`src/rtl/dmem_port_arbiter.sv`:
```
// dmem_port_arbiter
//   Shares port A of the data memory between requester 0 (core LSU) and
//   requester 1 (DMA/debug). It arbitrates round-robin and range-checks each
//   command against the active addressing mode. It tracks the fixed read
//   latency and returns a one-cycle completion pulse to the winner.
//
// Ports
//   clk, rst_n            clock, synchronous active-low reset
//   mode                  1 = unified 64-bit, 0 = dual-core (sampled at grant)
//   rq_req/rq_we          per-requester request / write strobe
//   rq0_*/rq1_*           per-requester address, store data, access size
//   rq_unsigned           per-requester zero-extend for loads
//   rq_gnt                command captured (one-cycle pulse)
//   rq_done/rq_err        access complete / range fault (valid with done)
//   rq0_rdata/rq1_rdata   last load result per requester
//   mem_*                 memory port A command, mem_dout read data
//
// state  | meaning
// IDLE   | waiting for a request, arbitrates and captures the command
// ISSUE  | drives the memory command (suppressed on range fault)
// WAIT   | counts down the read latency
// DONE   | completion pulse to the winner
module dmem_port_arbiter #(
  parameter int READ_LAT      = 1,
  parameter int LIMIT_UNIFIED = 8192,
  parameter int LIMIT_DUAL    = 4096
) (
  input  logic        clk,
  input  logic        rst_n,
  input  logic        mode,
  input  logic [1:0]  rq_req,
  input  logic [1:0]  rq_we,
  input  logic [63:0] rq0_addr,
  input  logic [63:0] rq1_addr,
  input  logic [63:0] rq0_wdata,
  input  logic [63:0] rq1_wdata,
  input  logic [1:0]  rq0_amt,
  input  logic [1:0]  rq1_amt,
  input  logic [1:0]  rq_unsigned,
  output logic [1:0]  rq_gnt,
  output logic [1:0]  rq_done,
  output logic [1:0]  rq_err,
  output logic [63:0] rq0_rdata,
  output logic [63:0] rq1_rdata,
  output logic        mem_ena,
  output logic        mem_wea,
  output logic [63:0] mem_addr,
  output logic [63:0] mem_wdata,
  output logic [1:0]  mem_amt,
  output logic        mem_unsigned,
  input  logic [63:0] mem_dout
);

  localparam logic [1:0] S_IDLE  = 2'd0;
  localparam logic [1:0] S_ISSUE = 2'd1;
  localparam logic [1:0] S_WAIT  = 2'd2;
  localparam logic [1:0] S_DONE  = 2'd3;

  localparam logic [1:0]  CNT_INIT  = 2'(READ_LAT - 1);
  localparam logic [64:0] LIM_UNI   = 65'(LIMIT_UNIFIED);
  localparam logic [64:0] LIM_DUAL  = 65'(LIMIT_DUAL);

  logic [1:0]  state;
  logic        last_grant;
  logic        win_q;
  logic        we_q;
  logic        err_q;
  logic        uns_q;
  logic [1:0]  amt_q;
  logic [1:0]  cnt_q;
  logic [63:0] addr_q;
  logic [63:0] wdata_q;
  logic [63:0] mem_addr_q;
  logic [63:0] rdata0_q;
  logic [63:0] rdata1_q;

  // Arbitration and command selection
  logic        win;
  logic        sel_we;
  logic        sel_uns;
  logic [1:0]  sel_amt;
  logic [63:0] sel_addr;
  logic [63:0] sel_wdata;
  logic [63:0] eff_addr;
  logic [64:0] end_addr;
  logic        range_err;

  always_comb begin
    // On conflict the requester that did not win last time goes first.
    win       = (rq_req == 2'b11) ? ~last_grant : rq_req[1];
    sel_we    = win ? rq_we[1]       : rq_we[0];
    sel_uns   = win ? rq_unsigned[1] : rq_unsigned[0];
    sel_amt   = win ? rq1_amt        : rq0_amt;
    sel_addr  = win ? rq1_addr       : rq0_addr;
    sel_wdata = win ? rq1_wdata      : rq0_wdata;
    // Dual-core mode only decodes the low 32 address bits.
    eff_addr  = mode ? sel_addr : {32'd0, sel_addr[31:0]};
    // 65-bit end address so a wrap past 2^64 still counts as out of range.
    end_addr  = {1'b0, eff_addr} + (65'd1 << sel_amt) - 65'd1;
    range_err = mode ? (end_addr >= LIM_UNI) : (end_addr >= LIM_DUAL);
  end

  always_ff @(posedge clk) begin
    if (!rst_n) begin
      state      <= S_IDLE;
      last_grant <= 1'b1;
      win_q      <= 1'b0;
      we_q       <= 1'b0;
      err_q      <= 1'b0;
      uns_q      <= 1'b0;
      amt_q      <= 2'd0;
      cnt_q      <= 2'd0;
      addr_q     <= 64'd0;
      wdata_q    <= 64'd0;
      mem_addr_q <= 64'd0;
      rdata0_q   <= 64'd0;
      rdata1_q   <= 64'd0;
    end else begin
      case (state)
        S_IDLE: begin
          if (|rq_req) begin
            state      <= S_ISSUE;
            win_q      <= win;
            last_grant <= win;
            we_q       <= sel_we;
            uns_q      <= sel_uns;
            amt_q      <= sel_amt;
            addr_q     <= eff_addr;
            wdata_q    <= sel_wdata;
            err_q      <= range_err;
          end
        end
        S_ISSUE: begin
          if (!err_q) mem_addr_q <= addr_q;
          if (err_q || we_q) begin
            state <= S_DONE;
          end else begin
            state <= S_WAIT;
            cnt_q <= CNT_INIT;
          end
        end
        S_WAIT: begin
          if (cnt_q == 2'd0) begin
            state <= S_DONE;
            if (win_q) rdata1_q <= mem_dout;
            else       rdata0_q <= mem_dout;
          end else begin
            cnt_q <= cnt_q - 2'd1;
          end
        end
        S_DONE:  state <= S_IDLE;
        default: state <= S_IDLE;
      endcase
    end
  end

  logic issue_ok;
  logic [1:0] win_vec;

  always_comb begin
    issue_ok     = (state == S_ISSUE) && !err_q;
    win_vec      = win_q ? 2'b10 : 2'b01;
    rq_gnt       = (state == S_ISSUE) ? win_vec : 2'b00;
    rq_done      = (state == S_DONE)  ? win_vec : 2'b00;
    rq_err       = (state == S_DONE && err_q) ? win_vec : 2'b00;
    mem_ena      = issue_ok;
    mem_wea      = issue_ok & we_q;
    // Address holds its last issued value while the port is idle.
    mem_addr     = issue_ok ? addr_q : mem_addr_q;
    mem_wdata    = issue_ok ? wdata_q : 64'd0;
    mem_amt      = issue_ok ? amt_q : 2'd0;
    mem_unsigned = issue_ok & uns_q;
  end

  assign rq0_rdata = rdata0_q;
  assign rq1_rdata = rdata1_q;

endmodule

```
`config.mk`:
```
export PLATFORM = sky130hd
export DESIGN_NAME = dmem_port_arbiter
export DESIGN_NICKNAME = d
export VERILOG_FILES = /design/src/rtl/dmem_port_arbiter.sv
export SDC_FILE = /design/constraint.sdc
export NUM_CORES = 1
export LEC_CHECK = 0
export ABC_AREA = 1
export CAP_MARGIN = 20
export CELL_PAD_IN_SITES_DETAIL_PLACEMENT = 2
export CELL_PAD_IN_SITES_GLOBAL_PLACEMENT = 2
export CORE_AREA = 10 10 296 298
export DETAILED_ROUTE_END_ITERATION = 12
export DIE_AREA = 0 0 306 308
export MAX_ROUTING_LAYER = met4
export PLACE_DENSITY_LB_ADDON = 0.1
export REMOVE_ABC_BUFFERS = 1
export SETUP_SLACK_MARGIN = 0.15
export SLEW_MARGIN = 20
export SYNTH_ARGS = -nofsm -noshare
export SYNTH_HDL_FRONTEND = slang
export SYNTH_SLANG_ARGS = --single-unit
```
`constraint.sdc`:
```
create_clock -name clk -period 4.95 [get_ports clk]
set_clock_uncertainty 0.2 [all_clocks]
set_input_delay 0.99 -clock clk [delete_from_list [all_inputs] [get_ports clk]]
set_output_delay 0.99 -clock clk [all_outputs]
set_load 0.02 [all_outputs]
```
==> metrics.csv, run 1 <==
stage,metric,value,unit
worst_setup_path,cpMaxStageDelayCell,clkdlybuf4s50_1,
synthesis,ys_seq_area_share,34.1,%
die,coreArea,0.0816,mm²
power,switching_share,43.7,%
grt,antenna_found_initial,7,
route,wire_per_inst,21.5,µm
die,std_cell_rows,105,
place,dp_hpwl,88.4,mm
timing,maxSlewHeadroom,13.7,%
route,vias,24000,
synthesis,synth.most_common_cell,nand2_1,
die,die_area,0.0942,mm²
timing,rsz0062_at_grt,false,
worst_setup_path,path_buf_inv,8,
hold_path,hp-start,rq1_rdata[45],
synthesis,synth-main-ff-cell,dfxtp_1,
worst_setup_path,cp-start-kind,input port,
synthesis,avgSynthCellArea,6.13,µm²
route,drtIter0Drc,935,
worst_setup_path,reg2reg_slack,0.84,ns
grt,grt_pass1_vias,26100,
worst_setup_path,cp.required,5.22,ns
timing,tightest_slew,1.29,ns
grt,grt_max_degree,266,
final_layout,fin_nets,4434,
hold_path,hp-class,flop to flop,
place,port-buffer-count,599,
cts,ctsHtreeMaxLevel,2,
worst_setup_path,path_class,input port to flop,
worst_setup_path,r2r_start,last_grant,
worst_setup_path,worst_r2r_endpoint,err_q,
synthesis,ys_ff_latch,331,
grt,grt_pass1_wl,164,mm
power,totalPowerFinal,0.0152,W
synthesis,postSynth.asyncResetShare,0,%
synthesis,synth_cell_types,33,
place,dp_cells,5046,
timing,hold_violations,0,
route,routed_wl,110,mm
run,maxCapViolCount,0,
final_layout,layout-drive-gt1-share,14.5,%
worst_setup_path,reg2reg_depth,28,
power,switchingPower,0.00664,W
worst_setup_path,cp_slowest_stage_delay,0.50,ns
synthesis,ys_top_cells_by_area,"dfxtp_1 (34%), nand2_1 (13%), inv_1 (10%)",
synthesis,synth_top_area_cell,dfxtp_1,
final_layout,layout.cells.non_filler,5133,
power,leakage,14.5,nW
synthesis,synthTopCellsByCount,"nand2_1 (679), inv_1 (543), nor2_1 (477), o21ai_0 (378), dfxtp_1 (331)",
cts,cts_max_path_buffers,3,
synthesis,synth_warnings,0,
place,place_congestion,0.915,
final_layout,area_growth,58.4,%
outcome,run_status,completed,
route,route.detailed.drc,0,
cts,root_buffer,clkbuf_16,
synthesis,synth-edff-count,0,
die,die_w,306,µm
hold_path,whs_path_depth,2,
hold_path,worst_hold_path.endpoint,rq1_rdata[45],
power,clkPwrFrac,19.8,%
power,seq_power_share,25.2,%
worst_setup_path,critPathArrivalTime,4.83,ns
grt,gr-usage-all-layers,22.9,%
worst_setup_path,end_kind,flop,
route,antenna_left,0,
power,peakVddDrop,495,µV
cts,insertion_delay,0.57,ns
worst_setup_path,crit_fanout,21,
timing,finalCritPeriodShare,92.2,%
cts,cts_buffers,42,
route,firstDrtPassIters,4,
timing,setup_viol,0,
cts,cts_tree,built,
power,p_int,0.00854,W
power,combPwrFrac,55.0,%
die,ios,600,
timing,maxSlewViolCount,0,
synthesis,synth_top_area_share,34.1,%
worst_setup_path,cp_top_family,simple AND/OR/NAND/NOR gates,
worst_setup_path,path_common_cell,nand2_1,
die,dieHeight,308,µm
synthesis,syn_inst,3174,
timing,fmax,219,MHz
synthesis,synthesis.area,0.0194,mm²
route,vias_per_cell,4.67,
cts,cts.clk_slew.worst_paths,0.07,ns
timing,layout_min_cycle_time,4.56,ns
die,initial_core_util,23.8,%
cts,cts_sinks,331,
power,powerDensity,493,mW/mm²
grt,grt_overflow,0,
## layout by cell type (no fill, tap or decap), types with 14 or more instances in the layout
cell type | netlist | layout
buf_4 | 0 | 339
inv_1 | 543 | 540
nand2_1 | 679 | 671
nor2_1 | 477 | 459
nor2_2 | 4 | 18
nand4_1 | 14 | 14
dfxtp_1 | 331 | 331
a31oi_1 | 66 | 66
o21ai_0 | 378 | 371
clkbuf_16 | 0 | 46
or2_2 | 92 | 92
a21oi_1 | 200 | 192
ha_1 | 72 | 66
nand3_1 | 79 | 71
clkdlybuf4s50_1 | 0 | 597
nor3_1 | 42 | 31
## how the worst max path moves through the flow
stage / startpoint / end / slack [ns] / cells after the start
after global routing: rq_req[0] / err_q / 0.14 / 26
after global placement: rq_req[0] / err_q / -0.44 / 27
after detailed placement: rq_req[0] / err_q / -0.48 / 27
final: rq_req[0] / err_q / 0.39 / 29
after floorplan: rq_req[1] / err_q / -4.72 / 11
after CTS: rq_req[0] / err_q / 0.17 / 28
## stage by stage
stage | TNS (ns) | utilization [%] | setup slack (ns) | area (µm²) | hold slack (ns)
CTS | 0 | 37.2 | 0.174 | 30300 | 0.247
finish | 0 | 37.8 | 0.388 | 30800 | 0.245
detailed placement | -0.482 | 35.6 | -0.482 | 29000 | 0.238
global placement | -0.437 | 35.6 | -0.437 | 29000 | 0.232
global route | 0 | 37.8 | 0.136 | 30800 | 0.267
floorplan | -644.17 | - | -4.72 | 18900 | 0.229
## final cells by class
cell class              instances  area [µm²]
flip-flops and latches        331        6630
fillers                      9713       50800
well taps                    1070        1340
clock inverters                 8        62.6
diodes                          7        17.5
repair buffers                954        8870
inverters                     546        2070
multi-input cells            2153       10600
clock buffers                  64        1250
## sequential cells by signal, summed over array words and instances (netlist names)
register and flops:
state 2, mem_addr_q 64, addr_q 64, rq1_rdata 64
wdata_q 64, err_q 1, amt_q 2, last_grant 1
we_q 1, uns_q 1, rq0_rdata 64, cnt_q 2
win_q 1
## power groups by stage
stage                     clock (W)  sequential [W]  combinational [W]
after floorplan                   0         0.00397            0.00355
after global placement            0         0.00382            0.00808
after detailed placement          0         0.00387            0.00831
after CTS                   0.00312         0.00383            0.00838
after global routing        0.00323         0.00392            0.00924
final                       0.00301         0.00383            0.00835
## timing repair
action	in CTS	in global routing
setup endpoints to repair	1	1
pin swaps	0	7
hold buffers	0	0
buffers inserted	0	4
resized for setup	1	82
gates cloned	0	3
## worst reg2reg max path, delay by kind of cell, from the launching register on
kind / cells / cell delay, ns
and+or+nand+nor: 19 / 2.14
buffers and inverters: 7 / 0.88
DFF: 1 / 0.43
adders and majority gates: 1 / 0.26
AOI/OAI and AO/OA: 1 / 0.10
## cells by family after synthesis
logic type	count (synthesis)	synth area share, %
adders and majority gates	73	4.74
DFF	331	34.1
muxes	4	0.206
xor gates and xnor gates	5	0.225
AOI/OAI and AO/OA	666	17.8
buffers and inverters	690	13.3
and+or+nand+nor	1405	29.6
## routing by layer
metal	share of wire, %	track usage (%)
met1	41	25.5
met2	53	42.8
met3	4.1	3.73
met4	2.0	4.32
met5	0	-
Note: power is estimated with default switching activity, not from simulation.
==> inputs of run 2 (changes only) <==
Settings changed: ABC_CLOCK_PERIOD_IN_PS set to 4950, GPL_ROUTABILITY_DRIVEN set to 0.
==> run 2 against run 1 <==
  * Register-to-register slack better by 0.03 ns
  * Power rose by 1.1%
  * Die area unchanged
  * Sequential cell count unchanged
  * Wire length fell by 0.36%
  * Clock-buffer cell count is 3 lower
  * Worst hold slack barely moved
  * Non-clock buffer count is 8 lower
  * Combinational power hardly changed
  * Largest power group unchanged
==> metrics.csv, run 2 (synthesized netlist as in run 1, its figures left out) <==
stage,metric,value,unit
cts,cts_tree,built,
route,drtIter0Drc,794,
route,vias_per_cell,4.67,
timing,hold_violations,0,
final_layout,fill_cells,9806,
worst_setup_path,cp-start-kind,input port,
cts,cts_buffers,42,
route,vias,24000,
timing,maxSlewHeadroom,12.1,%
place,port-buffer-count,599,
final_layout,area_growth,58.2,%
power,peakVddDrop,372,µV
grt,antenna_found_initial,15,
cts,ctsHtreeMaxLevel,2,
worst_setup_path,crit_fanout,5,
timing,tightest_slew,1.32,ns
worst_setup_path,worst_r2r_endpoint,err_q,
grt,grt_max_degree,266,
grt,grt_overflow,0,
die,die_w,306,µm
place,dp_hpwl,88.4,mm
cts,root_buffer,clkbuf_16,
die,die_area,0.0942,mm²
outcome,run_status,completed,
worst_setup_path,cp.required,5.22,ns
timing,fmax,218,MHz
worst_setup_path,cp_slowest_stage_delay,0.44,ns
hold_path,hp-start,rq1_rdata[36],
timing,whs,0.246,ns
worst_setup_path,path_buf_inv,8,
timing,setup_viol,0,
die,dieHeight,308,µm
cts,cts.clk_slew.worst_paths,0.06,ns
route,antenna_left,0,
final_layout,layout.cells.non_filler,5135,
place,dp_cells,5043,
cts,cts_sinks,331,
worst_setup_path,critPathArrivalTime,4.86,ns
final_layout,final_cell_mix,"nand2_1 (660), clkdlybuf4s50_1 (598), inv_1 (541), nor2_1 (453), o21ai_0 (367)",
timing,layout_min_cycle_time,4.59,ns
power,totalPowerFinal,0.0154,W
worst_setup_path,r2r_start,last_grant,
cts,insertion_delay,0.58,ns
worst_setup_path,endpoint,err_q,
timing,maxSlewViolCount,0,
grt,gr-usage-all-layers,23.0,%
worst_setup_path,end_kind,flop,
worst_setup_path,reg2reg_slack,0.87,ns
worst_setup_path,crit_start,rq_req[0],
timing,finalCritPeriodShare,92.7,%
die,ios,600,
grt,grt_pass1_wl,164,mm
worst_setup_path,reg2reg_depth,26,
worst_setup_path,cp_top_family,simple AND/OR/NAND/NOR gates,
worst_setup_path,cpMaxStageDelayCell,clkdlybuf4s50_1,
final_layout,layout-drive-gt1-share,14.8,%
worst_setup_path,path_class,input port to flop,
die,coreArea,0.0816,mm²
hold_path,hp-class,flop to flop,
worst_setup_path,cp.depth,27,
route,route.detailed.drc,0,
die,initial_core_util,23.8,%
route,routed_wl,110,mm
timing,rsz0062_at_grt,true,
die,std_cell_rows,105,
power,powerDensity,499,mW/mm²
final_layout,final_common_cell,nand2_1,
final_layout,fin_nets,4426,
route,wire_per_inst,21.4,µm
route,firstDrtPassIters,4,
run,maxCapViolCount,0,
cts,cts_max_path_buffers,3,
grt,grt_pass1_vias,26400,
power,leakage,14.5,nW
[run 2: worst min-delay path by stage]
stage,endpoint,depth (start not counted)
6_report,rq1_rdata[36],2
5_1_grt,rq1_rdata[36],2
4_1_cts,rq1_rdata[36],2
3_5_place_dp,rq1_rdata[36],2
3_3_place_gp,rq1_rdata[58],2
2_1_floorplan,last_grant,2
[run 2: power breakdown]
group | leakage [nW] | total [W] | internal [W] | switching (W)
registers | 2.72 | 0.00383 | 0.00347 | 0.000361
logic | 11.1 | 0.00837 | 0.00333 | 0.00504
clock network | 0.689 | 0.00316 | 0.00185 | 0.00131
total | 14.5 | 0.0154 | 0.00864 | 0.00671
[run 2: tightest hold or removal path, stage by stage (launching register included)]
cell and delay, ns:
dfxtp_1 0.31, inv_1 0.05, a21oi_1 0.05
[run 2: what timing repair did]
action	CTS	global route
resized for setup	4	96
endpoints found under the setup margin	1	2
pin swaps	0	5
hold buffers	0	0
setup buffers	0	2
[run 2: per-stage QoR]
stage          TNS (ns)  util [%]  instance area (µm²)  setup WS, ns
3_5_place_dp     -0.657      35.5                29000        -0.657
6_report              0      37.7                30800         0.363
3_3_place_gp     -0.522      35.5                29000        -0.522
2_1_floorplan   -644.17         -                18900         -4.72
4_1_cts               0      37.2                30400         0.151
5_1_grt               0      37.7                30800         0.100
[run 2: routing by layer]
metal | share of wire (%) | GRT usage, % | vias up
met5 | 0 | - | -
met4 | 2.6 | 6.08 | 0
met3 | 4.4 | 4.30 | 125
met2 | 53 | 42.5 | 420
met1 | 40 | 24.9 | 11800
li1 | - | - | 11600
[run 2: final cells by class]
class / instances / area (µm²) / area share [%]
Antenna cell: 14 / 35.0 / 0.114
Clock buffer: 61 / 1240 / 4.04
Clock inverter: 14 / 145 / 0.472
Inverter: 546 / 2060 / 6.69
Multi-Input combinational cell: 2153 / 10600 / 34.4
Sequential cell: 331 / 6630 / 21.5
Tap cell: 1070 / 1340 / 4.35
Timing Repair Buffer: 946 / 8750 / 28.4
==> inputs of run 3 (changes only) <==
Settings changed: ABC_CLOCK_PERIOD_IN_PS 4950 to 4200, CORE_AREA 10 10 296 298 to 10 10 309 311, DIE_AREA 0 0 306 308 to 0 0 319 321.
Clock period 4.95 ns to 4.2 ns, I/O delays scaled along.
==> run 3 against run 2 <==
  * Global-route usage down 1.6 points
  * Combinational power rose by 21%
  * Register-to-register slack lost 0.63 ns
  * Clock power rose by 25%
  * Sequential power up 18%
  * Sequential cell count is the same
==> metrics.csv, run 3 (synthesized netlist as in run 1, its figures left out) <==
stage,metric,value,unit
worst_setup_path,crit_fanout,26,
worst_setup_path,crit_chain,inv_1 > ha_1 > inv_1 > nor2_4 > clkinv_8 > clkbuf_16 > nor2_1 > clkdlybuf4s50_1,
power,totalPowerFinal,0.0185,W
worst_setup_path,cp.required,3.16,ns
route,routed_wl,112,mm
die,std_cell_rows,110,
worst_setup_path,r2r_start,last_grant,
power,leakage,15.5,nW
die,die_area,0.102,mm²
timing,maxSlewViolCount,0,
worst_setup_path,cpMaxStageDelayCell,clkdlybuf4s50_1,
power,clkPwrFrac,21.4,%
timing,tightest_slew,0.945,ns
die,initial_core_util,21.8,%
worst_setup_path,reg2reg_depth,28,
die,coreArea,0.0893,mm²
cts,insertion_delay,0.60,ns
route,vias,24100,
worst_setup_path,path_common_cell,inv_1,
cts,cts.clk_slew.worst_paths,0.06,ns
hold_path,whs_path_depth,2,
final_layout,layout-drive-gt1-share,16.9,%
cts,cts_tree,built,
final_layout,seq_area,0.00663,mm²
route,route.detailed.drc,0,
worst_setup_path,cp_top_family,buffers and inverters,
worst_setup_path,cp.depth,8,
final_layout,multiInputGateArea,0.0109,mm²
final_layout,fin_util,35.5,%
cts,cts_max_path_buffers,3,
place,dp_hpwl,87.8,mm
timing,hold_violations,0,
timing,fmax,247,MHz
power,peakVddDrop,522,µV
hold_path,hp-class,flop to flop,
grt,gr-usage-met2,39.0,%
place,post-place-ws,-1.52,ns
worst_setup_path,critPathArrivalTime,3.01,ns
route,vias_per_cell,4.57,
route,firstDrtPassIters,4,
route,antenna_left,0,
route,wire_per_inst,21.3,µm
grt,gr-usage-all-layers,21.4,%
worst_setup_path,cp-start-kind,flop,
die,dieHeight,321,µm
grt,grt_max_degree,220,
timing,layout_min_cycle_time,4.05,ns
route,drtIter0Drc,1022,
worst_setup_path,path_buf_inv,5,
grt,grt_pass1_vias,26800,
power,switchingPower,0.00812,W
grt,grt_pass1_wl,167,mm
grt,antenna_found_initial,13,
timing,setup_slack,0.147,ns
power,seq_power_share,24.4,%
cts,ctsHoldBuffers,0,
power,p_int,0.0104,W
final_layout,fin_nets,4456,
final_layout,final_cell_mix,"nand2_1 (651), inv_1 (538), clkdlybuf4s50_1 (536), nor2_1 (446)",
cts,root_buffer,clkbuf_16,
die,die_w,319,µm
power,powerDensity,584,mW/mm²
power,combPwrFrac,54.3,%
power,switching_share,43.8,%
place,port-buffer-count,599,
outcome,run_status,completed,
timing,rsz0062_at_grt,true,
timing,maxSlewHeadroom,37.0,%
grt,grtUsageMet3,3.20,%
worst_setup_path,crit_start,state[1],
worst_setup_path,path_class,flop to primary output,
cts,cts_sinks,331,
worst_setup_path,cp_slowest_stage_delay,0.66,ns
final_layout,final_common_cell,nand2_1,
final_layout,area_growth,63.3,%
final_layout,fill_cells,10700,
cts,ctsHtreeMaxLevel,2,
die,ios,600,
worst_setup_path,end_kind,primary output,
cts,cts_buffers,44,
run,maxCapViolCount,0,
grt,grt_overflow,0,
timing,finalCritPeriodShare,96.5,%
hold_path,hp-start,rq1_rdata[18],
grt,busiest_layer,met2,
grt,use_met1,24.4,%
timing,setup_viol,0,
-- run 3: metrics by stage --
step / hold WS (ns) / area [µm²] / instances / setup TNS, ns
CTS: 0.250 / 31400 / 5249 / 0
global route: 0.274 / 31700 / 5269 / -0.0583
floorplan: 0.229 / 18900 / 3030 / -846.31
global placement: 0.232 / 29300 / 5167 / -1.47
detailed placement: 0.242 / 29300 / 5167 / -1.52
finish: 0.246 / 31800 / 5270 / 0
-- run 3: power by group through the flow --
stage | Clock (W) | Combinational (W) | Sequential (W)
2_1_floorplan | 0 | 0.00400 | 0.00460
3_3_place_gp | 0 | 0.00961 | 0.00451
3_5_place_dp | 0 | 0.00986 | 0.00457
4_1_cts | 0.00410 | 0.0101 | 0.00452
5_1_grt | 0.00424 | 0.0111 | 0.00464
6_report | 0.00396 | 0.0101 | 0.00452
-- run 3: layer usage --
layer,part of all wire [%],vias to the layer above,wire length [µm]
li1,-,11700,-
met1,43,11800,47900
met2,51,456,57300
met3,4.0,111,4450
met4,2.2,0,2490
met5,0,-,0
-- run 3: final timing paths --
path | endpoint | slack (ns)
worst max-delay path | mem_wdata[42] | 0.15
worst min-delay path | rq1_rdata[18] | 0.25
worst max register to register | err_q | 0.24
worst min register to register | rq1_rdata[18] | 0.25
-- run 3: cell type report --
class                           instances  area share [%]
Multi-Input combinational cell       2153            34.2
Timing Repair Buffer                  974            28.9
Sequential cell                       331            20.9
Inverter                              546            6.54
Tap cell                             1176            4.63
Clock buffer                           64            4.12
Clock inverter                         14           0.587
Antenna cell                           12          0.0946
-- run 3: timing repair --
action | in CTS | in global routing
resized for setup | 142 | 114
buffers inserted | 3 | 6
pin swaps | 6 | 3
endpoints found under the setup margin | 57 | 54
gates cloned | 1 | 3
-- run 3: worst min-delay path: cells and delay by family, from the launching register on --
| family | cells | cell delay (ns) |
|---|---|---|
| AOI/OAI and AO/OA | 1 | 0.05 |
| buffers and inverters | 1 | 0.05 |
| DFF | 1 | 0.30 |
